**src/rtl/seq_addsub_alu_if.sv**
```systemverilog
`default_nettype none
// ============================================================================
//  Module      : seq_addsub_alu_if
//  Description : Request/response bundle for the sequential adder/subtractor.
//                The master (execute stage) issues start/op/operands and the
//                slave (ALU) returns the handshake and the result with flags.
//  Revision    : 1.0 - initial release
// ============================================================================
interface seq_addsub_alu_if #(
    parameter int WIDTH = 8
);
    logic             start;
    logic [1:0]       op;
    logic [WIDTH-1:0] a;
    logic [WIDTH-1:0] b;
    logic             cin;
    logic             busy;
    logic             done;
    logic [WIDTH-1:0] sum;
    logic             carry;
    logic             overflow;
    logic             zero;
    logic             negative;

    modport master (
        output start, op, a, b, cin,
        input  busy, done, sum, carry, overflow, zero, negative
    );

    modport slave (
        input  start, op, a, b, cin,
        output busy, done, sum, carry, overflow, zero, negative
    );
endinterface
`default_nettype wire

```
**src/rtl/seq_addsub_alu.sv**
```systemverilog
`default_nettype none
// ============================================================================
//  Module      : seq_addsub_alu
//  Description : Multi-cycle two's complement adder/subtractor. Operands are
//                consumed DIGIT bits per clock, LSB chunk first, through a
//                DIGIT-wide ripple slice with a registered inter-chunk carry.
//                Supports ADD/SUB/ADC/SBC with carry, overflow, zero and
//                negative flags and a start/busy/done handshake.
//                Optional macro SEQ_ADDSUB_SATURATE_EN clamps the result to
//                the signed extreme on overflow.
//  Revision    : 1.0 - initial release
// ============================================================================
module seq_addsub_alu #(
    parameter int WIDTH = 8,
    parameter int DIGIT = 2
) (
    input  logic            clk,
    input  logic            rst_n,
    seq_addsub_alu_if.slave bus
);

    localparam int c_chunks = WIDTH / DIGIT;
    localparam int c_cnt_w  = (c_chunks > 1) ? $clog2(c_chunks) : 1;
    localparam logic [c_cnt_w-1:0] c_last = c_cnt_w'(c_chunks - 1);

    localparam logic [0:0] c_idle = 1'b0;
    localparam logic [0:0] c_run  = 1'b1;

    // ------------------------------------------------------------------------
    // State and datapath registers
    // ------------------------------------------------------------------------
    logic [0:0]         state_q,    state_d;
    logic [c_cnt_w-1:0] cnt_q,      cnt_d;
    // Operands shift right one chunk per cycle, so the active chunk always
    // sits in the low DIGIT bits; on the final chunk those bits hold the
    // original MSBs needed for the overflow rule.
    logic [WIDTH-1:0]   a_q,        a_d;
    logic [WIDTH-1:0]   b_q,        b_d;
    logic               cy_q,       cy_d;
    logic [WIDTH-1:0]   sum_q,      sum_d;
    logic               carry_q,    carry_d;
    logic               ovf_q,      ovf_d;
    logic               zero_q,     zero_d;
    logic               neg_q,      neg_d;
    logic               done_q,     done_d;

    logic               w_last;
    logic [DIGIT:0]     w_chunk;
    logic [WIDTH-1:0]   w_raw_sum;
    logic [WIDTH-1:0]   w_final_sum;
    logic               w_ovf;

    // Ripple slice for the current chunk with the registered carry.
    assign w_chunk = {1'b0, a_q[DIGIT-1:0]} + {1'b0, b_q[DIGIT-1:0]}
                   + {{DIGIT{1'b0}}, cy_q};

    assign w_last = (cnt_q == c_last);

    // Progressive result: only the chunk addressed by the counter changes.
    for (genvar g = 0; g < c_chunks; g++) begin : g_chunk
        assign w_raw_sum[g*DIGIT +: DIGIT] = (cnt_q == c_cnt_w'(g))
                                           ? w_chunk[DIGIT-1:0]
                                           : sum_q[g*DIGIT +: DIGIT];
    end

    // Signed overflow: like-signed operands producing an opposite-signed sum.
    assign w_ovf = (a_q[DIGIT-1] == b_q[DIGIT-1]) &&
                   (w_raw_sum[WIDTH-1] != a_q[DIGIT-1]);

`ifdef SEQ_ADDSUB_SATURATE_EN
    // Clamp toward the sign of A, which is the sign the true result carries.
    assign w_final_sum = !w_ovf        ? w_raw_sum :
                         a_q[DIGIT-1]  ? {1'b1, {(WIDTH-1){1'b0}}} :
                                         {1'b0, {(WIDTH-1){1'b1}}};
`else
    assign w_final_sum = w_raw_sum;
`endif

    // State register.
    always_ff @(posedge clk or negedge rst_n) begin
        if (!rst_n) begin
            state_q <= c_idle;
        end else begin
            state_q <= state_d;
        end
    end

    // Next-state logic: start is only honoured from IDLE.
    always_comb begin
        state_d = state_q;
        case (state_q)
            c_idle:  if (bus.start) state_d = c_run;
            c_run:   if (w_last)    state_d = c_idle;
            default: state_d = c_idle;
        endcase
    end

    // Datapath next values: operand capture on start, chunk steps in RUN.
    always_comb begin
        cnt_d   = cnt_q;
        a_d     = a_q;
        b_d     = b_q;
        cy_d    = cy_q;
        sum_d   = sum_q;
        carry_d = carry_q;
        ovf_d   = ovf_q;
        zero_d  = zero_q;
        neg_d   = neg_q;
        done_d  = 1'b0;
        case (state_q)
            c_idle: begin
                if (bus.start) begin
                    cnt_d = '0;
                    a_d   = bus.a;
                    // op[0] selects subtraction (invert B), op[1] selects
                    // the external carry-in instead of the implicit one.
                    b_d   = bus.op[0] ? ~bus.b : bus.b;
                    cy_d  = bus.op[1] ? bus.cin : bus.op[0];
                end
            end
            c_run: begin
                cnt_d = cnt_q + c_cnt_w'(1);
                a_d   = a_q >> DIGIT;
                b_d   = b_q >> DIGIT;
                cy_d  = w_chunk[DIGIT];
                sum_d = w_raw_sum;
                if (w_last) begin
                    sum_d   = w_final_sum;
                    carry_d = w_chunk[DIGIT];
                    ovf_d   = w_ovf;
                    zero_d  = (w_final_sum == '0);
                    neg_d   = w_final_sum[WIDTH-1];
                    done_d  = 1'b1;
                end
            end
            default: begin
                done_d = 1'b0;
            end
        endcase
    end

    // Datapath registers; reset clears operands, result and flags.
    always_ff @(posedge clk or negedge rst_n) begin
        if (!rst_n) begin
            cnt_q   <= '0;
            a_q     <= '0;
            b_q     <= '0;
            cy_q    <= 1'b0;
            sum_q   <= '0;
            carry_q <= 1'b0;
            ovf_q   <= 1'b0;
            zero_q  <= 1'b0;
            neg_q   <= 1'b0;
            done_q  <= 1'b0;
        end else begin
            cnt_q   <= cnt_d;
            a_q     <= a_d;
            b_q     <= b_d;
            cy_q    <= cy_d;
            sum_q   <= sum_d;
            carry_q <= carry_d;
            ovf_q   <= ovf_d;
            zero_q  <= zero_d;
            neg_q   <= neg_d;
            done_q  <= done_d;
        end
    end

    // Output drive: busy decoded from state, everything else registered.
    always_comb begin
        bus.busy     = (state_q == c_run);
        bus.done     = done_q;
        bus.sum      = sum_q;
        bus.carry    = carry_q;
        bus.overflow = ovf_q;
        bus.zero     = zero_q;
        bus.negative = neg_q;
    end

endmodule
`default_nettype wire

```
**src/flat_wrapper.sv**
```systemverilog
// flat-port wrapper written by rule: the top's interface ports become plain ports
module seq_addsub_alu_flat 
#(
    parameter int WIDTH = 8,
    parameter int DIGIT = 2
)
  (clk, rst_n, bus_start, bus_op, bus_a, bus_b, bus_cin, bus_busy, bus_done, bus_sum, bus_carry, bus_overflow, bus_zero, bus_negative);
  seq_addsub_alu_if #(.WIDTH(WIDTH)) bus_i ();
  input  logic clk;
  input  logic rst_n;
  input wire logic [$bits(bus_i.start)-1:0] bus_start;
  input wire logic [$bits(bus_i.op)-1:0] bus_op;
  input wire logic [$bits(bus_i.a)-1:0] bus_a;
  input wire logic [$bits(bus_i.b)-1:0] bus_b;
  input wire logic [$bits(bus_i.cin)-1:0] bus_cin;
  output wire logic [$bits(bus_i.busy)-1:0] bus_busy;
  output wire logic [$bits(bus_i.done)-1:0] bus_done;
  output wire logic [$bits(bus_i.sum)-1:0] bus_sum;
  output wire logic [$bits(bus_i.carry)-1:0] bus_carry;
  output wire logic [$bits(bus_i.overflow)-1:0] bus_overflow;
  output wire logic [$bits(bus_i.zero)-1:0] bus_zero;
  output wire logic [$bits(bus_i.negative)-1:0] bus_negative;
  assign bus_i.start = bus_start;
  assign bus_i.op = bus_op;
  assign bus_i.a = bus_a;
  assign bus_i.b = bus_b;
  assign bus_i.cin = bus_cin;
  assign bus_busy = bus_i.busy;
  assign bus_done = bus_i.done;
  assign bus_sum = bus_i.sum;
  assign bus_carry = bus_i.carry;
  assign bus_overflow = bus_i.overflow;
  assign bus_zero = bus_i.zero;
  assign bus_negative = bus_i.negative;
  seq_addsub_alu #(.WIDTH(WIDTH), .DIGIT(DIGIT)) u_core (.clk(clk), .rst_n(rst_n), .bus(bus_i));
endmodule
```
**config.mk**
```make
export PLATFORM = sky130hd
export DESIGN_NAME = seq_addsub_alu_flat
export DESIGN_NICKNAME = d
export VERILOG_FILES = /design/src/rtl/seq_addsub_alu_if.sv /design/src/rtl/seq_addsub_alu.sv /design/src/flat_wrapper.sv
export SDC_FILE = /design/constraint.sdc
export NUM_CORES = 1
export LEC_CHECK = 0
export ABC_AREA = 0
export CORE_MARGIN = 2
export CORE_UTILIZATION = 50
export DETAILED_ROUTE_END_ITERATION = 16
export PLACE_DENSITY = 0.87
export SYNTH_ARGS = -nofsm -noshare
export SYNTH_HDL_FRONTEND = slang
export SYNTH_SLANG_ARGS = --single-unit
```
**constraint.sdc**
```tcl
create_clock -name clk -period 2 [get_ports clk]
set_input_delay 0.6 -clock clk [delete_from_list [all_inputs] [get_ports clk]]
set_output_delay 0.6 -clock clk [all_outputs]
set_load 0.1 [all_outputs]
```
# Word level (Yosys, flattened, before mapping)
# Index checks and enable logic that the tools add are counted.
dict set report classes {
  addsub 3
  n_eq_ne 6
  muxes 19
  n_bitwise 2
  n_reduce_logical 4
}
# cell count
set ops {}
lappend ops {{case mux 8 bit (2 select lines)} 2}
lappend ops {{two-way mux 8 bit} 3}
lappend ops {{two-way mux 2 bit} 5}
lappend ops {{logical NOT 8 bit} 1}
lappend ops {{inverter 8 bit} 1}
lappend ops {{two-way mux 1 bit} 6}
lappend ops {{== test 2 bit (second input constant)} 2}
lappend ops {{case mux 1 bit (2 select lines)} 2}
lappend ops {{case mux 2 bit (2 select lines)} 1}
lappend ops {{adder 2 x 2 -> 3 bit} 1}
lappend ops {{adder 3 x 1 -> 3 bit} 1}
lappend ops {{adder 2 x 1 -> 2 bit (second input constant)} 1}
lappend ops {{== test 2 x 1 -> 1 bit (second input constant)} 1}
lappend ops {{logical NOT 2 bit} 1}
lappend ops {{inequality test 2 bit (second input constant)} 1}
lappend ops {{AND reduction 2 bit} 1}
lappend ops {{== test 1 bit} 1}
lappend ops {{logical AND 1 bit} 1}
lappend ops {{inequality test 1 bit} 1}
lappend ops {{inverter 1 bit} 1}
dict set report totals {
  reg_bits 33
  input_bits 22
  out_inout_bits 14
  wordCells 45
}

# Logic depth before layout (Yosys ltp)
dict set report logic_depth {
  depth_word 5
  ltp_mapped 5
  ltp_nobuf 5
}

# Worst setup path after synthesis
# No wires, ideal clock.
dict set report synth_path {
  path_type {reg2reg}
  start {reg u_core.cy_q}
  end {reg u_core.ovf_q (netlist: u_core.bus.overflow)}
  setup_time_ns 0.092
  arrival_ns 1.669
  required_time_ns 1.908
  slack_ns 0.239
  path_stages_with_launch 6
  path_buffers 0
  synth_period_minus_slack_ns 1.761
  cell_sequence {dfrtp_1 -> fa_1 -> inv_1 -> fa_1 -> xor2_1 -> o31ai_2}
}
dict set report synth_via {
  elab_chain_cells 4
}
# item line_no
set synth_lines {}
lappend synth_lines {{from (decl)} seq_addsub_alu.sv:39} ;# logic cy_q, cy_d;
lappend synth_lines {{from (signal assigned)} seq_addsub_alu.sv:159} ;# cy_q <= cy_d;
lappend synth_lines {{adder 3 x 1 -> 3 bit} seq_addsub_alu.sv:55} ;# + {{DIGIT{1'b0}}, cy_q};
lappend synth_lines {{two-way mux 2 bit} seq_addsub_alu.sv:62} ;# ? w_chunk[DIGIT-1:0]
lappend synth_lines {{inequality test 1 bit} seq_addsub_alu.sv:68} ;# (w_raw_sum[WIDTH-1] != a_q[DIGIT-1]);
lappend synth_lines {{logical AND 1 bit} seq_addsub_alu.sv:67} ;# assign w_ovf = (a_q[DIGIT-1] == b_q[DIGIT-1]) &&
lappend synth_lines {{to (signal assigned)} seq_addsub_alu.sv:162} ;# ovf_q <= ovf_d;
lappend synth_lines {{to (decl)} seq_addsub_alu.sv:42} ;# logic ovf_q, ovf_d;
# Every way passes these cells.
# A chain may end at the register's enable or synchronous reset.

# Worst setup path in the final report
# Ends and elaborated chain as after synthesis.

==> reports/results.ini <==
[worst_setup_path]
arrival_ns=2.18
critPathMaxFanout=7
critPathCaptureType=register
path_class=reg -> reg
start_kind=register
critPathMaxStageDelay_ns=0.52
cpMostUsedCell=fa_1
path_cells=fa_1 -> inv_1 -> fa_1 -> xor2_1 -> o31ai_2
cp.required_ns=2.27
cp_slowest_cell=fa_1

[placement]
portBuffers=35
detailed_place_hpwl_mm=2.545
gp_congestion=0.7757
placed_cell_area_mm2=0.002147

[sta]
slew_viol_final=0
hold_viol=0
tns_ns=0
worst_slew_pin_slew_ns=0.4181
fmaxAchievable_mhz=522.9
min_period_ns=1.912
fin_skew_ns=0.008765
finalSetupViolCount=0
period_share_pct=95.62
rsz0062_at_grt=no
relSlewSlack_pct=72.13

[drt]
firstDrtPassIters=4
wl_met2_mm=1.725
drtIter0Drc=15
routedLengthMet1_mm=1.366
via_per_inst=5.121
vias=1183
wl_mm=3.347
drc=0
highest_layer=met4
drtAntennaViolNets=0
met3WireLength_um=196
wire_per_inst_um=14.49

[clocking]
cts_resized=0
cts.clk_slew.worst_paths_ns=0.10
htreeDepth=2
cts-hold-fix-buffers=0
cts.sinks=33
insertion_delay_ns=0.34
cts_buffers=5
cts_tree=yes
cts-root-buf=clkbuf_4
cts_buffer_depth=2
post_cts_buffers=0

[die]
die_h_um=61.10
num_rows=20
ioPinCount=36
placeableCoreArea_mm2=0.003078
dieArea_mm2=0.003733
die_w_um=61.10
start_util_pct=52.97

[grt]
grt_overflow=0
grt_max_degree=37
grt_pass1_wl_mm=5.478
grt_use_total_pct=20.64
antenna_found_initial=0
grt_pass1_vias=1231

[final_layout]
final_cell_mix=33 x dfrtp_1, 24 x nand2_1, 21 x clkdlybuf4s50_1
n_fill_cell=240
final_common_cell=dfrtp_1
fin_area_mm2=0.002232
final_net_count=215
diodes=0
drive_gt1_share_pct=17.11
area_growth_pct=36.91

[synthesis]
ys_warn_count=0
synth_edf_count=0
synth_flop_cell=dfrtp_1
synth.net_count=177
synth-seq-area-share_pct=50.65
ys_ff_latch=33
yosysUniqueCellTypes=25
synth_area_mm2=0.001630
postSynthCellCount=148
avgSynthCellArea_um2=11.02
async_flop_share_pct=100.0

[pwr]
switching_share_pct=48.57
vdd_drop_max_mv=0.9183
p_int_mw=2.081
p_per_area_mw_per_mm2=1813
share_seq_of_total_power_pct=29.2
power_frac_comb_pct=57.8
p_leak_nw=1.049
p_switching_mw=1.966
p_clk_share_pct=13.0

[flow_run]
maxCapViolations=0

[worst_hold_path]
hp-class=reg -> reg

[run_status]
outcome=complete, no violations

synth_stat cells, types with 2 or more instances:
master,count,area [µm²]
o21ai_1,12,60.06
buf_2,3,15.01
nor2_1,9,33.78
inv_1,8,30.03
fa_1,2,40.04
dfrtp_1,33,825.8
xor2_1,7,61.31
mux2i_1,16,160.2
xnor2_1,2,17.52
a211oi_1,2,15.01
buf_6,5,56.30
nand2_1,24,90.09
o21ai_0,7,35.03
mux2_2,3,33.78
ha_1,5,62.56
kinds of logic (layout without fill, tap and decap cells):
kind of cell | count (synthesis) | after routing | synth area share [%]
adder cells (fa/ha/maj) | 7 | 7 | 6.293
flip-flops | 33 | 33 | 50.65
AND/OR/NAND/NOR | 36 | 36 | 8.979
multiplexers | 20 | 20 | 12.59
buffers and inverters | 16 | 55 | 6.216
XOR/XNOR | 9 | 9 | 4.835
AO/OA/AOI/OAI | 27 | 27 | 10.44
worst max-delay path, delay by kind of cell, from the launching register on:
kind                       cells  cell delay (ns)
AOI/OAI and AO/OA              1             0.17
buffers and inverters          1             0.08
xor gates and xnor gates       1             0.22
DFF                            1             0.42
adders and majority gates      2             0.95
final timing paths:
| path | startpoint | end | slack (ns) | cells past startpoint |
|---|---|---|---|---|
| setup / recovery | u_core.cy_q | u_core.bus.overflow | 0.09 | 5 |
| hold / removal | u_core.a_q[2] | u_core.a_q[0] | 0.50 | 2 |
| setup reg to reg | u_core.cy_q | u_core.bus.overflow | 0.09 | 5 |
| hold reg to reg | u_core.a_q[2] | u_core.a_q[0] | 0.50 | 2 |
| max in group asynchronous | rst_n | u_core.bus.sum[0] | 1.04 | 2 |
| min in group asynchronous | rst_n | u_core.bus.zero | 0.67 | 2 |
state kept, by name, indices dropped and copies added (netlist names):
name,cells
u_core.bus.busy,1
u_core.bus.overflow,1
u_core.b_q,8
u_core.a_q,8
u_core.bus.zero,1
u_core.bus.carry,1
u_core.cnt_q,2
u_core.bus.done,1
u_core.bus.sum,8
u_core.cy_q,1
u_core.bus.negative,1
power groups by stage:
stage | clock network (mW) | logic (mW) | registers, mW
final | 0.525 | 2.34 | 1.18
after global routing | 0.563 | 2.47 | 1.22
after CTS | 0.536 | 2.35 | 1.19
after detailed placement | 0 | 2.34 | 1.20
after global placement | 0 | 2.25 | 1.17
after floorplan | 0 | 0.753 | 1.96
final cells by class:
| class | count | area, µm² | share of cell area [%] |
|---|---|---|---|
| Clock inverter | 1 | 30.03 | 1.345 |
| Multi-Input combinational cell | 99 | 703.2 | 31.50 |
| Inverter | 8 | 30.03 | 1.345 |
| Tap cell | 44 | 55.05 | 2.466 |
| Timing Repair Buffer | 39 | 533.0 | 23.88 |
| Sequential cell | 33 | 825.8 | 37.00 |
| Clock buffer | 7 | 55.05 | 2.466 |
metal layers:
metal,vias up,GRT usage (%)
met5,-,0
met2,37,36.47
li1,568,-
met1,570,23.25
met4,0,7.143
met3,8,6.933
through the flow:
stage | power, mW | setup WS [ns] | hold slack, ns | cells | util (%)
finish | 4.047 | 0.08764 | 0.5039 | 231 | 72.52
floorplan | 2.710 | 0.2388 | 0.3044 | 148 | -
global route | 4.248 | 0.005547 | 0.5363 | 231 | 72.52
CTS | 4.075 | 0.08547 | 0.5093 | 231 | 72.52
global placement | 3.420 | 0.1953 | 0.4679 | 223 | 69.76
detailed placement | 3.542 | 0.1069 | 0.4832 | 223 | 69.76
(Power assumes the default switching activity.)
